<file path="src/rtl/ow_presence_responder.sv">
// 1-Wire slave presence responder: detects a master reset pulse on the bus and
// answers with a presence pulse, flagging reset detection and sequence completion.
module ow_presence_responder #(
    parameter int unsigned CLK_PER_US   = 1,
    parameter int unsigned RESET_MIN_US = 480,
    parameter int unsigned PRES_WAIT_US = 30,
    parameter int unsigned PRES_LOW_US  = 120,
    parameter int unsigned CNT_W        = 16
) (
    input  logic clk,
    input  logic rst_n,
    input  logic en_respond,
    input  logic bus,
    output logic slave_pull_low,
    output logic reset_detected,
    output logic presence_done,
    output logic busy
);

    typedef enum logic [2:0] {
        IDLE,
        LOW_MEAS,
        WAIT_REL,
        PRES_WAIT,
        PRES_DRIVE,
        RECOVER
    } state_t;

    // Each timed state exits when the counter reaches (length - 1).
    localparam logic [CNT_W-1:0] LOW_LAST   = CNT_W'(RESET_MIN_US * CLK_PER_US - 1);
    localparam logic [CNT_W-1:0] WAIT_LAST  = CNT_W'(PRES_WAIT_US * CLK_PER_US - 1);
    localparam logic [CNT_W-1:0] DRIVE_LAST = CNT_W'(PRES_LOW_US * CLK_PER_US - 1);
    localparam logic [CNT_W-1:0] FLUSH_LEN  = CNT_W'(2);

    state_t           state, state_next;
    logic [CNT_W-1:0] cnt, cnt_next;
    logic             bus_m, bus_s;
    logic             rd_next, done_next;

    // Synchronizer idles at the released (high) level.
    always_ff @(posedge clk or negedge rst_n) begin
        if (!rst_n) begin
            bus_m <= 1'b1;
            bus_s <= 1'b1;
        end else begin
            bus_m <= bus;
            bus_s <= bus_m;
        end
    end

    always_ff @(posedge clk or negedge rst_n) begin
        if (!rst_n) begin
            state          <= IDLE;
            cnt            <= '0;
            slave_pull_low <= 1'b0;
            reset_detected <= 1'b0;
            presence_done  <= 1'b0;
            busy           <= 1'b0;
        end else begin
            state          <= state_next;
            cnt            <= cnt_next;
            slave_pull_low <= (state == PRES_DRIVE);
            reset_detected <= rd_next;
            presence_done  <= done_next;
            busy           <= (state_next != IDLE);
        end
    end

    always_comb begin
        state_next = state;
        cnt_next   = cnt + CNT_W'(1);
        rd_next    = 1'b0;
        done_next  = 1'b0;
        case (state)
            IDLE: begin
                cnt_next = '0;
                if (en_respond && !bus_s) begin
                    state_next = LOW_MEAS;
                    cnt_next   = CNT_W'(1);
                end
            end
            LOW_MEAS: begin
                if (bus_s) begin
                    state_next = IDLE;
                    cnt_next   = '0;
                end else if (cnt >= LOW_LAST) begin
                    state_next = WAIT_REL;
                    cnt_next   = cnt;
                end
            end
            WAIT_REL: begin
                cnt_next = cnt;
                if (bus_s) begin
                    state_next = PRES_WAIT;
                    cnt_next   = '0;
                    rd_next    = 1'b1;
                end
            end
            PRES_WAIT: begin
                if (!en_respond) begin
                    state_next = IDLE;
                    cnt_next   = '0;
                end else if (cnt >= WAIT_LAST) begin
                    state_next = PRES_DRIVE;
                    cnt_next   = '0;
                end
            end
            PRES_DRIVE: begin
                if (cnt >= DRIVE_LAST) begin
                    state_next = RECOVER;
                    cnt_next   = '0;
                end
            end
            RECOVER: begin
                // Our own pull is still in the synchronizer for the first cycles.
                if (cnt >= FLUSH_LEN) begin
                    cnt_next = cnt;
                    if (bus_s) begin
                        state_next = IDLE;
                        cnt_next   = '0;
                        done_next  = 1'b1;
                    end
                end
            end
            default: begin
                state_next = IDLE;
                cnt_next   = '0;
            end
        endcase
    end

endmodule
</file>
<file path="config.mk">
export PLATFORM = sky130hd
export DESIGN_NAME = ow_presence_responder
export DESIGN_NICKNAME = d
export VERILOG_FILES = /design/src/rtl/ow_presence_responder.sv
export SDC_FILE = /design/constraint.sdc
export NUM_CORES = 1
export LEC_CHECK = 0
export BUFFER_PORTS_ARGS = -buffer_cell sky130_fd_sc_hd__buf_2
export CORE_MARGIN = 4
export CORE_UTILIZATION = 58
export CTS_BUF_LIST = sky130_fd_sc_hd__clkbuf_4
export DETAILED_ROUTE_END_ITERATION = 7
export GPL_ROUTABILITY_DRIVEN = 1
export PLACE_DENSITY = 0.77
export RECOVER_POWER = 50
export SYNTH_ARGS = -nofsm -noshare
export SYNTH_HDL_FRONTEND = slang
export SYNTH_SLANG_ARGS = --single-unit
</file>
<file path="constraint.sdc">
create_clock -name clk -period 3.1 [get_ports clk]
set_clock_uncertainty 0.1 [all_clocks]
set_input_delay 0.62 -clock clk [delete_from_list [all_inputs] [get_ports clk]]
set_output_delay 0.62 -clock clk [all_outputs]
set_load 0.01 [all_outputs]
</file>
## Yosys cells after proc, flatten, opt, wreduce, memory -nomap -nowiden

Cells that the tools add are included.
Widths: inputs -> output; s select.

- Logic and storage cells: 46
- Output and inout port bits: 4
- Bits of input ports: 4
- Bits in registers: 25

- Multiplexer cells: 23
- Magnitude comparators: 4
- Reductions and logical operators: 4
- $add $sub $neg: 1
- Eq/ne operators: 6

Operators with widths:

| operator | number |
|---|---|
| $mux 16 | 7 |
| $pmux 16 s6 | 1 |
| $mux 3 | 9 |
| $pmux 3 s6 | 1 |
| $add 16x1->16 const B | 1 |
| $ge 16x2->1 const B | 1 |
| $ge 16x5->1 const B | 1 |
| $ge 16x7->1 const B | 1 |
| $ge 16x9->1 const B | 1 |
| $eq 3x2->1 const B | 2 |
| $eq 3x3->1 const B | 2 |
| $mux 1 | 5 |
| $eq 3x1->1 const B | 1 |
| $logic_not 3->1 | 1 |
| $ne 3x3->1 const B | 1 |
| $reduce_bool 3->1 | 1 |
| $logic_and 1x1->1 | 1 |
| $logic_not 1->1 | 1 |

## Depth between registers and ports, before layout

Gate-level depths: netlist of run 1.

- Depth in word-level cells: 5
- Mapped depth: 9
- Gate-level depth less buffers: 8

## Worst setup path before layout of run 1

OpenSTA, ideal clock, no wires.

- Path type: register -> register
- From: register cnt[0]
- To: register cnt[11]
- Buffers on the path: 1
- Setup slack: 0.852 ns
- Library setup time: 0.119 ns
- Cell stages (with the launch flop): 10
- Data required time: 2.881 ns
- Arrival: 2.029 ns
- Period minus slack after synthesis: 2.248 ns
- Cell sequence: dfrtp_1 -> inv_1 -> ha_1 -> or4_4 -> nor2_4 -> a31oi_2 -> or2_1 -> buf_6 -> or2_1 -> and2_1

- Cells in the longest elaborated chain, start to end: 4
- Elaborated cells on any way between the ends: 13
- Classes of those cells: 1 x add/sub; 4 x order compare; 1 x eq/ne; 7 x mux

Ends and longest elaborated chain:

| element | RTL line | text |
|---|---|---|
| start, declared | 36 | `logic [CNT_W-1:0] cnt, cnt_next;` |
| start signal, assigned | 61 | `cnt <= cnt_next;` |
| $add 16x1->16 / $ge 16x5->1 (equally long branches) | 71, 103 |  |
| $mux 16, on equally long branches | 103, 86 |  |
| $mux 16, on equally long branches | 100, 83 |  |
| $pmux 16 s6 | 74 | `case (state)` |

Several ways; a longest one is shown, not always the timed one. The select of a mux whose other input is x is not followed.
A chain may end at the register's enable or synchronous reset.

## Worst setup path after layout of run 1

- From: register cnt[1]
- To: register cnt[13]

The elaborated chain is that of the path after synthesis.

==> results.sh, run 1 <==
export IMPL_worstSetupEndpointType="flip-flop"
export IMPL_placed_cell_area_sq_um=1410
export IMPL_grt_overflow=0
export IMPL_layoutNonFillerInstCount=177
export IMPL_ys_top_cells_by_count="23 x dfrtp_1, 13 x nand2_1, 12 x a21oi_1, 11 x nand3_1, 8 x nor2_1"
export IMPL_vdd_drop_max_uv=336.9
export IMPL_cp_arrival_ps=2780
export IMPL_grt_pass1_wl_microns=4395
export IMPL_root_buffer="clkbuf_4"
export IMPL_cp_max_fo=15
export IMPL_synthToLayoutAreaGrowth_pct=2.317
export IMPL_dr_pass1_iters=4
export IMPL_io_pins=8
export IMPL_wl_per_cell_microns=15.25
export IMPL_dp_cells=173
export IMPL_synth_area_leaders="dfrtp_1 41%, a21oi_1 4.3%, nand3_1 3.9%, dfstp_2 3.7%, ha_1 3.6%"
export IMPL_p_per_area_nw_per_um2=366.1
export IMPL_critPathKind="flip-flop to flip-flop"
export IMPL_antenna_found_initial=0
export IMPL_rows=17
export IMPL_slowest_stage="dfrtp_1"
export IMPL_use_met2_pct=25.94
export IMPL_fmax_ghz=0.3767
export IMPL_maxCapViolCount=0
export IMPL_drc=0
export IMPL_insertion_delay_ps=320
export IMPL_cts_resized_gates=0
export IMPL_crit_path_max_incr_delay_ps=490
export IMPL_finalPower_mw=0.5258
export IMPL_drt_total_wl_microns=2699
export IMPL_leakage_nw=0.6494
export IMPL_synth_cells=147
export IMPL_clockPowerShare_pct=27.2
export IMPL_clock_sinks=25
export IMPL_hp_start="bus_m"
export IMPL_ys_types=44
export IMPL_worstPathRequired_ps=3230
export IMPL_p_switching_mw=0.1295
export IMPL_ys_warn_count=0
export IMPL_synth_area_per_cell_sq_um=9.550
export IMPL_die_h_microns=57.20
export IMPL_setup_worst_path_start_class="flip-flop"
export IMPL_syn_cell_area_sq_um=1404
export IMPL_grt_pass1_vias=980
export IMPL_fin_area_sq_um=1436
export IMPL_p_comb_share_pct=7.7
export IMPL_diodes=0
export IMPL_grt_start_max_net_pins=26
export IMPL_drv_slew=0
export IMPL_worst_pin_slew_ps=1265
export IMPL_ys_ff_latch=25
export IMPL_synth_flop_cell="dfrtp_1"
export IMPL_fin_hold_ws_ps=270.7
export IMPL_use_met1_pct=24.46
export IMPL_hold_class="flip-flop to flip-flop"
export IMPL_synth_most_common_cell="dfrtp_1"
export IMPL_fin_crit_sh_pct=85.63
export IMPL_status="complete, no violations"
export IMPL_path_cells="inv_1, ha_1, a2111oi_0, or3_1, o2111ai_2, or2_1, and2_1"
export IMPL_cts_tree="yes"
export IMPL_die_x_microns=57.20
export IMPL_seqPwrFrac_pct=65.0
export IMPL_final_hold_viol_count=0
export IMPL_ant_nets=0
export IMPL_cts_buffer_depth=2
export IMPL_vias=1099
export IMPL_synth_area_leader_cell="dfrtp_1"
export IMPL_core_sq_um=2255
export IMPL_placement_io_buffers=7
export IMPL_grtUsageTotal_pct=16.94
export IMPL_setup_violations=0
export IMPL_synth_edff_count=0
export IMPL_layout_nets=158
export IMPL_ys_seq_area_share_pct=44.74
export IMPL_gp_congestion=0.8794
export IMPL_cts_clk_slew_worst_paths_ps=130
export IMPL_synth_top_area_share_pct=41.00
export IMPL_initial_core_util_pct=62.26
export IMPL_r2r_start="cnt[1]"
export IMPL_rsz0062_at_grt="false"
export IMPL_tns_ps=0
export IMPL_relSlewSlack_pct=15.64
export IMPL_h_tree_depth=1
export IMPL_synth_fp_nets=155
export IMPL_place_hpwl_microns=1995
export IMPL_cts_hold_buf=0
export IMPL_gr_usage_met3_pct=2.941
export IMPL_p_sw_share_pct=24.63
export IMPL_busiest_layer="met2"
export IMPL_startpoint="cnt[1]"
export IMPL_drtIter0Drc=23
export IMPL_intPower_mw=0.3963
export IMPL_synthArstFlopShare_pct=100.0
export IMPL_min_period_ps=2655
export IMPL_die_area_sq_um=3271
export IMPL_vias_per_cell=6.209
export IMPL_cts_buffers=3
export IMPL_drive_above_1_share_pct=16.78
export IMPL_post_cts_repair_setup_buffers=0
## cell type report
class                   instances  area, sq um
flip-flops and latches         25        628.1
repair buffers                  7        33.78
clock inverters                 1        5.005
clock buffers                   3        22.52
multi-input cells             106        685.7
fillers                       207        818.3
well taps                      28        35.03
inverters                       7        26.28
## cells by family after synthesis
kind of cell | count (synthesis) | synth area share [%]
compound gates | 32 | 15.51
buf+inv | 16 | 6.417
flops | 25 | 44.74
fa+ha+maj | 4 | 3.565
mux | 1 | 0.7130
simple gates | 69 | 29.06
## flip-flops by register name, indices dropped and copies added, names as in the netlist
name	flops
cnt	16
state	3
bus_m	1
bus_s	1
busy	1
presence_done	1
reset_detected	1
slave_pull_low	1
## cells in the final DEF (no fill, tap or decap), types with 2 or more instances in the layout
cell type / count
a21o_1: 2
a21oi_1: 12
nand4b_1: 2
and2_2: 4
nand4_1: 5
o22ai_1: 2
o21ai_0: 4
and3_1: 2
and2_1: 5
or2_1: 2
clkbuf_4: 3
buf_2: 6
nand2_1: 13
or3b_2: 2
a31oi_1: 2
inv_1: 7
ha_1: 4
nand3_1: 11
nand2b_1: 2
o211ai_1: 3
dfstp_2: 2
nor4b_1: 2
dfrtp_1: 23
nor2_1: 8
or3_1: 2
## path summary, 6_finish.rpt
path | slack (ps) | depth (start not counted) | endpoint
min in group asynchronous | 440 | 1 | cnt[13]
max in group asynchronous | 1720 | 1 | cnt[1]
hold reg to reg | 270 | 0 | bus_s
setup reg to reg | 450 | 7 | cnt[13]
setup / recovery | 450 | 7 | cnt[13]
hold / removal | 270 | 0 | bus_s
## power groups by stage
stage / combinational (mW) / clock, mW / sequential [mW]
after CTS: 0.0415 / 0.149 / 0.342
after global placement: 0.0401 / 0 / 0.347
after global routing: 0.0469 / 0.164 / 0.343
after floorplan: 0.0269 / 0 / 0.347
after detailed placement: 0.0414 / 0 / 0.348
final: 0.0406 / 0.143 / 0.342
## worst max-delay path, delay by kind of cell, from the launching register on
family                   cells  cell delay, ps
buffers and inverters        1             120
AO/OA/AOI/OAI                2             870
AND/OR/NAND/NOR              3             790
adder cells (fa/ha/maj)      1             190
flip-flops                   1             490
## routing by layer
layer,vias to the layer above,share of wire [%]
li1,536,-
met5,-,0
met4,0,1.4
met1,532,47
met2,27,47
met3,4,4.7
## per-stage QoR
step	setup WS, ps	utilization (%)
detailed placement	487.7	62.54
global route	234.4	63.71
finish	445.4	63.71
floorplan	852.3	-
CTS	468.9	63.76
global placement	576.4	62.54
Note: power is estimated with default switching activity, not from simulation.
==> inputs of run 2 (changes only) <==
--- a/config.mk
+++ b/config.mk
@@ -6,11 +6,12 @@
 export NUM_CORES = 1
 export LEC_CHECK = 0
 export BUFFER_PORTS_ARGS = -buffer_cell sky130_fd_sc_hd__buf_2
-export CORE_MARGIN = 4
+export CORE_MARGIN = 8
 export CORE_UTILIZATION = 58
 export CTS_BUF_LIST = sky130_fd_sc_hd__clkbuf_4
 export DETAILED_ROUTE_END_ITERATION = 7
 export GPL_ROUTABILITY_DRIVEN = 1
+export GPL_TIMING_DRIVEN = 0
 export PLACE_DENSITY = 0.77
 export RECOVER_POWER = 50
 export SYNTH_ARGS = -nofsm -noshare
==> results.sh, run 2 (synthesis gave the netlist of run 1 again) <==
export IMPL_hold_class="flip-flop to flip-flop"
export IMPL_vias=1152
export IMPL_die_area_sq_um=4250
export IMPL_drv_slew=0
export IMPL_fmax_ghz=0.3667
export IMPL_top_regs="cnt x16, state x3"
export IMPL_drc=0
export IMPL_diodes=0
export IMPL_worst_pin_slew_ps=1267
export IMPL_cts_buffer_depth=2
export IMPL_tns_ps=0
export IMPL_status="complete, no violations"
export IMPL_die_x_microns=65.20
export IMPL_root_buffer="clkbuf_4"
export IMPL_placement_io_buffers=7
export IMPL_cts_resized_gates=0
export IMPL_ant_nets=0
export IMPL_final_common_cell="dfrtp_1"
export IMPL_drtIter0Drc=102
export IMPL_rows=18
export IMPL_slowest_stage="a2111oi_0"
export IMPL_worst_slack_ps=373.2
export IMPL_layoutNonFillerInstCount=188
export IMPL_critPathKind="flip-flop to flip-flop"
export IMPL_grt_start_max_net_pins=26
export IMPL_leakage_nw=0.6887
export IMPL_synthToLayoutAreaGrowth_pct=7.219
export IMPL_use_met2_pct=23.99
export IMPL_cp_arrival_ps=2850
export IMPL_gp_congestion=0.8695
export IMPL_rsz0062_at_grt="false"
export IMPL_use_met1_pct=19.40
export IMPL_gr_usage_met3_pct=2.551
export IMPL_wl_per_cell_microns=15.88
export IMPL_relSlewSlack_pct=15.54
export IMPL_grt_overflow=0
export IMPL_drt_total_wl_microns=2985
export IMPL_post_cts_repair_setup_buffers=0
export IMPL_grt_pass1_vias=1135
export IMPL_fin_hold_ws_ps=266.1
export IMPL_insertion_delay_ps=320
export IMPL_initial_core_util_pct=58.81
export IMPL_vdd_drop_max_uv=273.8
export IMPL_min_period_ps=2727
export IMPL_drive_above_1_share_pct=20.25
export IMPL_maxCapViolCount=0
export IMPL_setup_violations=0
export IMPL_startpoint="cnt[0]"
export IMPL_cts_clk_slew_worst_paths_ps=150
export IMPL_final_cell_mix="23 x dfrtp_1, 13 x nand2_1, 12 x a21oi_1"
export IMPL_grtUsageTotal_pct=14.84
export IMPL_grt_pass1_wl_microns=5147
export IMPL_vias_per_cell=6.128
export IMPL_setup_worst_path_start_class="flip-flop"
export IMPL_antenna_found_initial=0
export IMPL_hp_start="bus_m"
export IMPL_worstSetupEndpointType="flip-flop"
export IMPL_worstPathRequired_ps=3220
export IMPL_rr_worst_depth=7
export IMPL_cts_hold_buf=0
export IMPL_r2r_start="cnt[0]"
export IMPL_core_sq_um=2387
export IMPL_busiest_layer="met2"
export IMPL_top_register="cnt"
export IMPL_clock_sinks=25
export IMPL_final_hold_viol_count=0
export IMPL_path_cells="inv_1, ha_1, a2111oi_0, or3_1, o2111ai_2, or2_1, and2_1"
export IMPL_p_per_area_nw_per_um2=358.2
export IMPL_crit_path_max_incr_delay_ps=680
export IMPL_cp_max_fo=8
export IMPL_fin_crit_sh_pct=87.96
export IMPL_h_tree_depth=1
export IMPL_die_h_microns=65.20
export IMPL_io_pins=8
export IMPL_holdPathStages=0
export IMPL_cts_buffers=3
export IMPL_place_hpwl_microns=2171
export IMPL_dr_pass1_iters=4
export IMPL_pre_cts_ws_ps=492.8
export IMPL_largest_register_ffs=16
export IMPL_dp_cells=184
export IMPL_cts_tree="yes"
export IMPL_layout_nets=167
-- run 2: changes by cell type in the layout (fill, tap and decap cells not counted) --
cell and change:
clkinvlp_4 +1, buf_6 +3, clkbuf_1 +2, buf_4 +1
clkinv_2 -1, buf_2 +3
-- run 2: stage by stage --
| stage | cell area, sq um | power [mW] | util [%] |
|---|---|---|---|
| after detailed placement | 1476 | 0.3933 | 61.84 |
| final | 1505 | 0.5391 | 63.05 |
| after CTS | 1506 | 0.5446 | 63.10 |
| after global placement | 1476 | 0.3906 | 61.84 |
| after global routing | 1505 | 0.5604 | 63.05 |
| after floorplan | 1404 | 0.3736 | - |
-- run 2: area by class of cell --
type                            count  area, sq um
Buffer                              9        63.81
Clock buffer                        3        22.52
Clock inverter                      1        7.507
Fill cell                         211        882.1
Inverter                            7        26.28
Multi-Input combinational cell    106        685.7
Sequential cell                    25        628.1
Tap cell                           30        37.54
Timing Repair Buffer                7        33.78
-- run 2: power breakdown --
group,switching (mW),leakage [nW],internal [mW]
registers,0.00938,0.339,0.333
logic,0.0271,0.336,0.0165
clock network,0.103,0.0139,0.0493
-- run 2: per-layer routing --
| layer | share of wire (%) | wire length, microns | vias up |
|---|---|---|---|
| met5 | 0 | 0 | - |
| met2 | 48 | 1427 | 50 |
| met1 | 45 | 1334 | 546 |
| met4 | 0.90 | 27 | 0 |
| met3 | 6.6 | 196 | 4 |
| li1 | - | - | 552 |
-- run 2: final timing paths --
path                       endpoint  slack [ps]
min in group asynchronous    cnt[3]         420
min reg2reg                   bus_s         270
max                          cnt[9]         370
max in group asynchronous    cnt[7]        1720
max reg2reg                  cnt[9]         370
min                           bus_s         270
-- run 2: critical path: cells and delay by family (launching register included) --
kind,cells,cell delay (ps)
DFF,1,510
AOI/OAI and AO/OA,2,940
adders and majority gates,1,220
buffers and inverters,1,110
and+or+nand+nor,3,750
==> inputs of run 3 (changes only) <==
--- a/config.mk
+++ b/config.mk
@@ -6,6 +6,7 @@
 export NUM_CORES = 1
 export LEC_CHECK = 0
 export BUFFER_PORTS_ARGS = -buffer_cell sky130_fd_sc_hd__buf_2
+export CORE_ASPECT_RATIO = 0.8
 export CORE_MARGIN = 8
 export CORE_UTILIZATION = 58
 export CTS_BUF_LIST = sky130_fd_sc_hd__clkbuf_4
==> results.sh, run 3 (synthesis gave the netlist of run 1 again) <==
export IMPL_status="complete, no violations"
export IMPL_root_buffer="clkbuf_4"
export IMPL_cts_clk_slew_worst_paths_ps=140
export IMPL_h_tree_depth=1
export IMPL_p_comb_share_pct=8.2
export IMPL_seqPwrFrac_pct=63.0
export IMPL_fmax_ghz=0.3792
export IMPL_cp_arrival_ps=2760
export IMPL_rsz0062_at_grt="false"
export IMPL_synthToLayoutAreaGrowth_pct=6.952
export IMPL_tns_ps=0
export IMPL_cts_tree="yes"
export IMPL_diodes=0
export IMPL_initial_core_util_pct=59.43
export IMPL_m1WireLength_microns=1483
export IMPL_leakage_nw=0.6931
export IMPL_setup_worst_path_start_class="flip-flop"
export IMPL_cts_resized_gates=0
export IMPL_path_delay_family="compound AO/OA/AOI/OAI gates"
export IMPL_top_regs="cnt x16, state x3"
export IMPL_maxCapViolCount=0
export IMPL_top_layer="met4"
export IMPL_final_common_cell="dfrtp_1"
export IMPL_path_cells="inv_1, ha_1, a2111oi_0, or3_1, o2111ai_2, or2_1, and2_1"
export IMPL_hold_class="flip-flop to flip-flop"
export IMPL_top_register="cnt"
export IMPL_vias=1148
export IMPL_met2_length_microns=1301
export IMPL_clock_sinks=25
export IMPL_critPathKind="flip-flop to flip-flop"
export IMPL_gp_congestion=0.9005
export IMPL_placement_io_buffers=7
export IMPL_finish_utilization_pct=63.56
export IMPL_grt_overflow=0
export IMPL_worst_slack_ps=463.2
export IMPL_vias_per_cell=6.205
export IMPL_insertion_delay_ps=320
export IMPL_grt_pass1_vias=1026
export IMPL_die_x_microns=71.01
export IMPL_clockPowerShare_pct=28.8
export IMPL_p_sw_share_pct=24.74
export IMPL_path_buf_inv=1
export IMPL_cp_max_fo=8
export IMPL_die_h_microns=60.01
export IMPL_largest_register_ffs=16
export IMPL_wl_per_cell_microns=16.08
export IMPL_dr_pass1_iters=4
export IMPL_drive_above_1_share_pct=20.25
export IMPL_antenna_found_initial=0
export IMPL_drt_total_wl_microns=2975
export IMPL_slowest_stage="a2111oi_0"
export IMPL_grt_start_max_net_pins=26
export IMPL_drc=0
export IMPL_dp_cells=181
export IMPL_drtIter0Drc=131
export IMPL_rows=16
export IMPL_cts_hold_buf=0
export IMPL_relSlewSlack_pct=10.66
export IMPL_grtUsageTotal_pct=14.87
export IMPL_ant_nets=0
export IMPL_cts_buffer_depth=2
export IMPL_io_pins=8
export IMPL_fin_crit_sh_pct=85.06
export IMPL_worstPathRequired_ps=3220
export IMPL_intPower_mw=0.4091
export IMPL_final_hold_viol_count=0
export IMPL_worstSetupEndpointType="flip-flop"
export IMPL_cts_buffers=3
export IMPL_crit_path_max_incr_delay_ps=630
export IMPL_setup_violations=0
export IMPL_worst_pin_slew_ps=1340
export IMPL_finalPower_mw=0.5435
export IMPL_die_area_sq_um=4261
export IMPL_core_sq_um=2362
export IMPL_drv_slew=0
export IMPL_pre_cts_ws_ps=555.4
export IMPL_vdd_drop_max_uv=335.4
export IMPL_p_per_area_nw_per_um2=362.0
export IMPL_post_cts_repair_setup_buffers=0
export IMPL_place_hpwl_microns=2143
export IMPL_layoutNonFillerInstCount=185
export IMPL_final_cell_mix="23 x dfrtp_1, 13 x nand2_1, 12 x a21oi_1"
export IMPL_wl_met3_microns=159
export IMPL_grt_pass1_wl_microns=4940
export IMPL_min_period_ps=2637
export IMPL_p_switching_mw=0.1345
export IMPL_layout_nets=167
-- run 3: cell types whose count changed in the layout (fill, tap and decap cells not counted) --
cell / before / now
clkinvlp_4: 1 / 0
clkbuf_4: 3 / 4
-- run 3: stage by stage --
| step | hold slack [ps] | cell area (sq um) |
|---|---|---|
| after global routing | 265.0 | 1501 |
| after global placement | 246.8 | 1473 |
| after detailed placement | 251.3 | 1473 |
| after CTS | 184.0 | 1503 |
| after floorplan | 224.4 | 1404 |
| final | 267.3 | 1501 |
-- run 3: per-layer routing --
layer | vias to the layer above | global-route usage (%)
met2 | 33 | 24.11
met5 | - | 0
met1 | 553 | 19.06
met3 | 4 | 4.690
met4 | 0 | 2.950
li1 | 558 | -
-- run 3: worst reg2reg max path, stage by stage, from the launching register on --
cell and delay, ps:
dfrtp_1 500, inv_1 130, ha_1 200, a2111oi_0 630, or3_1 260, o2111ai_2 250
or2_1 300, and2_1 160
-- run 3: worst paths after layout --
check	to	cells after the start	start	slack [ps]
setup / recovery	cnt[9]	7	cnt[1]	460
hold / removal	bus_s	0	bus_m	270
setup reg to reg	cnt[9]	7	cnt[1]	460
hold reg to reg	bus_s	0	bus_m	270
max in group asynchronous	cnt[13]	1	rst_n	1650
min in group asynchronous	cnt[5]	1	rst_n	460
-- run 3: cell type report --
class,count,area (sq um)
fill,208,860.8
tap,27,33.78
clock buffer,4,30.03
sequential,25,628.1
multi-input combinational,106,685.7
buffer,9,63.81
inverter,7,26.28
timing repair buffer,7,33.78
-- run 3: power by group through the flow --
| stage | clock [mW] | combinational, mW | sequential (mW) |
|---|---|---|---|
| 2_1_floorplan | 0 | 0.0269 | 0.347 |
| 3_5_place_dp | 0 | 0.0449 | 0.348 |
| 5_1_grt | 0.172 | 0.0496 | 0.343 |
| 3_3_place_gp | 0 | 0.0429 | 0.348 |
| 4_1_cts | 0.159 | 0.0455 | 0.342 |
| 6_report | 0.157 | 0.0446 | 0.342 |
